**src/rtl/gate_sweep_tester_pkg.sv**
```systemverilog
// Shared definitions for the gate sweep tester: gate function codes and FSM state encoding.
package gate_sweep_tester_pkg;

    localparam int OP_AND  = 0;
    localparam int OP_OR   = 1;
    localparam int OP_XOR  = 2;
    localparam int OP_NAND = 3;
    localparam int OP_XNOR = 4;
    localparam int OP_NOT  = 5;
    localparam int OP_NOR  = 6;

    typedef enum logic [2:0] {
        ST_IDLE,
        ST_DRIVE,
        ST_SETTLE,
        ST_CHECK,
        ST_DONE
    } state_t;

endpackage

```
**src/rtl/gate_sweep_tester_golden.sv**
```systemverilog
// Combinational reference model of the two-input bitwise gate selected by OP.
module gate_sweep_tester_golden
    import gate_sweep_tester_pkg::*;
#(
    parameter int WIDTH = 3,
    parameter int OP    = OP_NOR
) (
    input  logic [WIDTH-1:0] a,
    input  logic [WIDTH-1:0] b,
    output logic [WIDTH-1:0] c
);

    always_comb begin
        c = '0;
        case (OP)
            OP_AND:  c = a & b;
            OP_OR:   c = a | b;
            OP_XOR:  c = a ^ b;
            OP_NAND: c = ~(a & b);
            OP_XNOR: c = ~(a ^ b);
            OP_NOT:  c = ~a;
            OP_NOR:  c = ~(a | b);
            default: c = '0;
        endcase
    end

endmodule

```
**src/rtl/gate_sweep_tester.sv**
```systemverilog
// Sweeps every (a,b) pair onto a gate under test and checks its c output against a golden model.
//  state  | meaning
//  IDLE   | after reset, waiting for start
//  DRIVE  | present vec on a_out/b_out
//  SETTLE | count down settle time before sampling c_in
//  CHECK  | compare c_in with golden result, advance vec
//  DONE   | results held until next start
module gate_sweep_tester
    import gate_sweep_tester_pkg::*;
#(
    parameter int WIDTH  = 3,
    parameter int OP     = OP_NOR,
    parameter int SETTLE = 1
) (
    input  logic                 clk,
    input  logic                 rst_n,
    input  logic                 start,
    output logic [WIDTH-1:0]     a_out,
    output logic [WIDTH-1:0]     b_out,
    input  logic [WIDTH-1:0]     c_in,
    output logic                 busy,
    output logic                 done,
    output logic                 pass,
    output logic [2*WIDTH:0]     err_count,
    output logic [WIDTH-1:0]     fail_a,
    output logic [WIDTH-1:0]     fail_b
);

    localparam int VW = 2 * WIDTH;
    localparam int EW = 2 * WIDTH + 1;
    localparam int SW = (SETTLE > 1) ? $clog2(SETTLE) : 1;
    localparam logic [VW-1:0] VEC_MAX     = {VW{1'b1}};
    localparam logic [SW-1:0] SETTLE_LOAD = SW'((SETTLE > 0) ? (SETTLE - 1) : 0);

    state_t          state;
    state_t          state_next;
    logic [VW-1:0]   vec;
    logic [SW-1:0]   settle_cnt;
    logic [WIDTH-1:0] expected;
    logic            mismatch;
    logic [EW-1:0]   err_next;

    gate_sweep_tester_golden #(
        .WIDTH (WIDTH),
        .OP    (OP)
    ) u_golden (
        .a (a_out),
        .b (b_out),
        .c (expected)
    );

    assign mismatch = (c_in != expected);
    assign err_next = err_count + EW'(mismatch);

    always_ff @(posedge clk or negedge rst_n) begin
        if (!rst_n) state <= ST_IDLE;
        else        state <= state_next;
    end

    always_comb begin
        state_next = state;
        case (state)
            ST_IDLE, ST_DONE: if (start) state_next = ST_DRIVE;
            ST_DRIVE:         state_next = (SETTLE == 0) ? ST_CHECK : ST_SETTLE;
            ST_SETTLE:        if (settle_cnt == '0) state_next = ST_CHECK;
            ST_CHECK:         state_next = (vec == VEC_MAX) ? ST_DONE : ST_DRIVE;
            default:          state_next = ST_IDLE;
        endcase
    end

    always_ff @(posedge clk or negedge rst_n) begin
        if (!rst_n) begin
            vec        <= '0;
            settle_cnt <= '0;
            a_out      <= '0;
            b_out      <= '0;
            busy       <= 1'b0;
            done       <= 1'b0;
            pass       <= 1'b0;
            err_count  <= '0;
            fail_a     <= '0;
            fail_b     <= '0;
        end else begin
            case (state)
                ST_IDLE, ST_DONE: begin
                    if (start) begin
                        vec       <= '0;
                        err_count <= '0;
                        fail_a    <= '0;
                        fail_b    <= '0;
                        done      <= 1'b0;
                        pass      <= 1'b0;
                        busy      <= 1'b1;
                    end
                end
                ST_DRIVE: begin
                    a_out      <= vec[WIDTH-1:0];
                    b_out      <= vec[VW-1:WIDTH];
                    settle_cnt <= SETTLE_LOAD;
                end
                ST_SETTLE: begin
                    if (settle_cnt != '0) settle_cnt <= settle_cnt - 1'b1;
                end
                ST_CHECK: begin
                    if (mismatch) begin
                        err_count <= err_next;
                        // only the first failing vector is kept
                        if (err_count == '0) begin
                            fail_a <= a_out;
                            fail_b <= b_out;
                        end
                    end
                    if (vec == VEC_MAX) begin
                        done <= 1'b1;
                        busy <= 1'b0;
                        pass <= (err_next == '0);
                    end else begin
                        vec <= vec + 1'b1;
                    end
                end
                default: ;
            endcase
        end
    end

endmodule

```
**config.mk**
```make
export PLATFORM = sky130hd
export DESIGN_NAME = gate_sweep_tester
export DESIGN_NICKNAME = d
export VERILOG_FILES = /design/src/rtl/gate_sweep_tester_pkg.sv /design/src/rtl/gate_sweep_tester_golden.sv /design/src/rtl/gate_sweep_tester.sv
export SDC_FILE = /design/constraint.sdc
export NUM_CORES = 1
export LEC_CHECK = 0
export BUFFER_PORTS_ARGS = -buffer_cell sky130_fd_sc_hd__buf_2
export CAP_MARGIN = 20
export CORE_MARGIN = 2
export CORE_UTILIZATION = 55
export CTS_CLUSTER_DIAMETER = 120
export DETAILED_ROUTE_END_ITERATION = 10
export GPL_ROUTABILITY_DRIVEN = 0
export PLACE_DENSITY = 0.81
export RECOVER_POWER = 100
export SYNTH_ARGS = -nofsm -noshare
export SYNTH_HDL_FRONTEND = slang
export SYNTH_HIERARCHICAL = 1
export SYNTH_SLANG_ARGS = --single-unit
export TNS_END_PERCENT = 50
```
**constraint.sdc**
```tcl
create_clock -name clk -period 2.05 [get_ports clk]
set_input_delay 0.1025 -clock clk [delete_from_list [all_inputs] [get_ports clk]]
set_output_delay 0.1025 -clock clk [all_outputs]
set_load 0.01 [all_outputs]
```
==> metrics.txt <==
# TYPE chip_impl_metric gauge
chip_impl_info{name="critical-path-slowest-cell",value="dfrtp_1"} 1
chip_impl_metric{name="post_layout_nonfiller_instances",unit=""} 228
chip_impl_metric{name="worstPathMaxFanout",unit=""} 5
chip_impl_info{name="timing.critical_path.max_delay_family",value="simple AND/OR/NAND/NOR gates"} 1
chip_impl_metric{name="clk_transition_reported_paths",unit="ps"} 100
chip_impl_metric{name="cellPowerDensity",unit="mW/mm^2"} 1413
chip_impl_metric{name="final_critical_path_setup_slack",unit="ps"} 31.85
chip_impl_metric{name="critical-path-max-stage-delay",unit="ps"} 410
chip_impl_metric{name="diodes",unit=""} 0
chip_impl_metric{name="dp.cells",unit=""} 214
chip_impl_metric{name="hold_viol",unit=""} 0
chip_impl_metric{name="final_nets",unit=""} 205
chip_impl_metric{name="drtPass1Iterations",unit=""} 4
chip_impl_metric{name="grt_pass1_vias",unit=""} 1295
chip_impl_metric{name="max-vdd-ir-drop",unit="mV"} 1.023
chip_impl_metric{name="vias_per_cell",unit=""} 5.987
chip_impl_metric{name="port-buffer-count",unit=""} 27
chip_impl_info{name="ctsRootBufferMaster",value="clkbuf_4"} 1
chip_impl_metric{name="route.final.wire_length",unit="mm"} 3.681
chip_impl_metric{name="placement.setup.worst_slack",unit="ps"} -139.8
chip_impl_info{name="layout.cells.most_common",value="dfrtp_1"} 1
chip_impl_metric{name="maximum_operating_frequency",unit="MHz"} 495.5
chip_impl_metric{name="yosys.cell_types.count",unit=""} 45
chip_impl_metric{name="vias",unit=""} 1365
chip_impl_info{name="setup.worst_path.class",value="reg -> reg"} 1
chip_impl_info{name="post_synthesis_cell_type_with_the_largest_combined_area",value="dfrtp_1"} 1
chip_impl_metric{name="core",unit="mm^2"} 0.002758
chip_impl_metric{name="layout_min_cycle_time",unit="ps"} 2018
chip_impl_metric{name="number_of_setup_violations_in_the_final_report",unit=""} 0
chip_impl_metric{name="drt.antenna.violating_nets",unit=""} 0
chip_impl_metric{name="layout-drive-gt1-share",unit="%"} 19.80
chip_impl_metric{name="floorplan.initialDensity",unit="%"} 57.58
chip_impl_metric{name="use_met2",unit="%"} 39.29
chip_impl_metric{name="routedWlPerCell",unit="um"} 16.14
chip_impl_metric{name="number_of_buffers_created_by_cts",unit=""} 5
chip_impl_metric{name="worstPathRequired",unit="ps"} 2290
chip_impl_metric{name="ioPinCount",unit=""} 28
chip_impl_metric{name="max-clock-path-buffers",unit=""} 2
chip_impl_metric{name="grt_max_degree",unit=""} 32
chip_impl_metric{name="synth-warning-count",unit=""} 6
chip_impl_info{name="most-common-layout-cells",value="31 x dfrtp_1, 22 x nand2_1, 22 x clkbuf_1"} 1
chip_impl_metric{name="synthesis.area",unit="mm^2"} 0.001588
chip_impl_metric{name="power_leakage",unit="nW"} 0.8226
chip_impl_metric{name="numClockSinks",unit=""} 31
chip_impl_metric{name="die_y",unit="um"} 57.73
chip_impl_metric{name="final_core_utilization",unit="%"} 68.15
chip_impl_info{name="timing.hold.worst.class",value="in -> reg"} 1
chip_impl_metric{name="worstPathArrival",unit="ps"} 2260
chip_impl_metric{name="dpl.hpwl",unit="mm"} 2.447
chip_impl_metric{name="synthArstFlopShare",unit="%"} 100.0
chip_impl_metric{name="synth_seq_cells",unit=""} 31
chip_impl_metric{name="globalRouteMet1Util",unit="%"} 28.78
chip_impl_metric{name="grt_resource_usage_total",unit="%"} 23.52
chip_impl_metric{name="area_delta_synth_final",unit="%"} 18.36
chip_impl_metric{name="synth_nets",unit=""} 169
chip_impl_metric{name="clkLatencyLatePin",unit="ps"} 340
chip_impl_metric{name="fillerInstances",unit=""} 217
chip_impl_metric{name="slew_violations",unit=""} 0
chip_impl_metric{name="synth_area_per_cell",unit="um^2"} 9.924
chip_impl_metric{name="max_cap_violations",unit=""} 0
chip_impl_info{name="grt_most_used_layer",value="met2"} 1
chip_impl_metric{name="drc",unit=""} 0
chip_impl_info{name="synth_ff_type",value="dfrtp_1"} 1
chip_impl_metric{name="grt_util_met3",unit="%"} 5.580
chip_impl_metric{name="fin_setup_tns",unit="ps"} 0
chip_impl_metric{name="synth-seq-area-share",unit="%"} 48.86
chip_impl_info{name="outcome",value="complete, no violations"} 1
chip_impl_metric{name="layout_worst_path_cycle_share",unit="%"} 98.45
chip_impl_metric{name="syn_inst",unit=""} 160
chip_impl_metric{name="path_buf_inv",unit=""} 0
chip_impl_metric{name="drt-initial-drc-count",unit=""} 80
chip_impl_metric{name="core.rowCount",unit=""} 19
chip_impl_info{name="tritoncts",value="yes"} 1
chip_impl_metric{name="post_dp_cell_area",unit="mm^2"} 0.001744
chip_impl_info{name="nature_of_the_critical_path_endpoint",value="flip-flop"} 1
chip_impl_info{name="synth.top_cells.by_area",value="dfrtp_1 49%, nand2_1 5.2%, mux2i_1 4.4%"} 1
chip_impl_metric{name="grt_overflow_total",unit=""} 0
chip_impl_metric{name="cts_max_level",unit=""} 2
chip_impl_metric{name="stdcell_area",unit="mm^2"} 0.001879
chip_impl_metric{name="antenna_found_initial",unit=""} 0
chip_impl_info{name="worstPathCellList",value="nor2_2 -> xnor2_1 -> nand3_2 -> ha_4 -> ha_4 -> and3_4 -> nand3_1 -> xnor2_1 -> o31ai_1"} 1
chip_impl_metric{name="die_width",unit="um"} 57.73
chip_impl_metric{name="timing.max_slew.rel_slack",unit="%"} 50.10
chip_impl_metric{name="tightest_slew",unit="ps"} 748.5
chip_impl_metric{name="die_footprint",unit="mm^2"} 0.003333
chip_impl_metric{name="grt_first_pass_wirelength",unit="mm"} 5.892
chip_impl_metric{name="post_route_skew",unit="ps"} 8.580
chip_impl_metric{name="yosysTopAreaCellShare",unit="%"} 48.86
chip_impl_metric{name="synth_enable_flop_cells",unit=""} 0
chip_impl_info{name="cp_launch_type",value="flip-flop"} 1
## layer usage
metal | part of all wire, % | wire length [um]
met2 | 52 | 1931
met1 | 40 | 1465
met4 | 2.8 | 104
met3 | 4.9 | 179
met5 | 0 | 0
## final timing paths
path	from	endpoint	cells after the start	slack, ps
max	b_out[1]	pass	9	30
min	start	state[2]	3	200
max reg2reg	b_out[1]	pass	9	30
min reg2reg	state[2]	state[1]	1	490
max in group asynchronous	rst_n	err_count[5]	2	1220
min in group asynchronous	rst_n	b_out[0]	2	360
## flip-flops by register name (all words and copies together), names as in the netlist
name and count:
a_out 3, fail_b 3, vec 6, state 3
pass 1, b_out 3, fail_a 3, done 1
err_count 7, busy 1
## power breakdown
part	total [mW]	internal [mW]	switching, mW	leakage [nW]
logic	1.20	0.539	0.658	0.374
registers	1.04	0.796	0.248	0.410
clock network	0.413	0.202	0.212	0.0386
## cell type report
| class | count | area [um^2] | share of cell area (%) |
|---|---|---|---|
| multi-input combinational | 115 | 792.0 | 42.14 |
| sequential | 31 | 775.7 | 41.28 |
| timing repair buffer | 37 | 181.4 | 9.654 |
| clock buffer | 8 | 68.82 | 3.662 |
| tap | 31 | 38.79 | 2.064 |
| inverter | 6 | 22.52 | 1.198 |
## synthesized netlist by cell type, drive strengths merged (4+ instances only)
cell	instances
nand2	22
xnor2	5
inv	6
nor2	17
clkbuf	4
dfrtp	31
mux2i	7
nor3	4
o21ai	9
nand3	6
buf	4
## cell families after synthesis
family | count (synthesis) | share of synthesized area (%)
simple gates | 67 | 21.59
flops | 31 | 48.86
compound gates | 29 | 13.08
buf+inv | 14 | 4.412
mux | 9 | 5.831
xor+xnor | 7 | 3.861
fa+ha+maj | 3 | 2.364
## worst reg2reg max path, cell delays in order (launching register included)
cell and delay, ps:
dfrtp_1 410, nor2_2 120, xnor2_1 180, nand3_2 160, ha_4 210, ha_4 180, and3_4 190, nand3_1 100
xnor2_1 90, o31ai_1 270
## per-stage QoR
step                      hold WS, ps  power, mW
after floorplan                -193.1      1.769
after global placement          167.5      2.034
after detailed placement        181.2      2.096
after CTS                       206.7      2.582
after global routing            217.4      2.846
final                           199.3      2.655
## timing repair
| action | CTS | global route |
|---|---|---|
| setup endpoints to repair | 3 | 3 |
| hold buffers | 1 | 0 |
| buffers inserted | 1 | 4 |
| resized for setup | 7 | 5 |
| endpoints found under the hold margin | 31 | 0 |
| pin swaps | 3 | 4 |
Power figures use the tool's default switching activity.
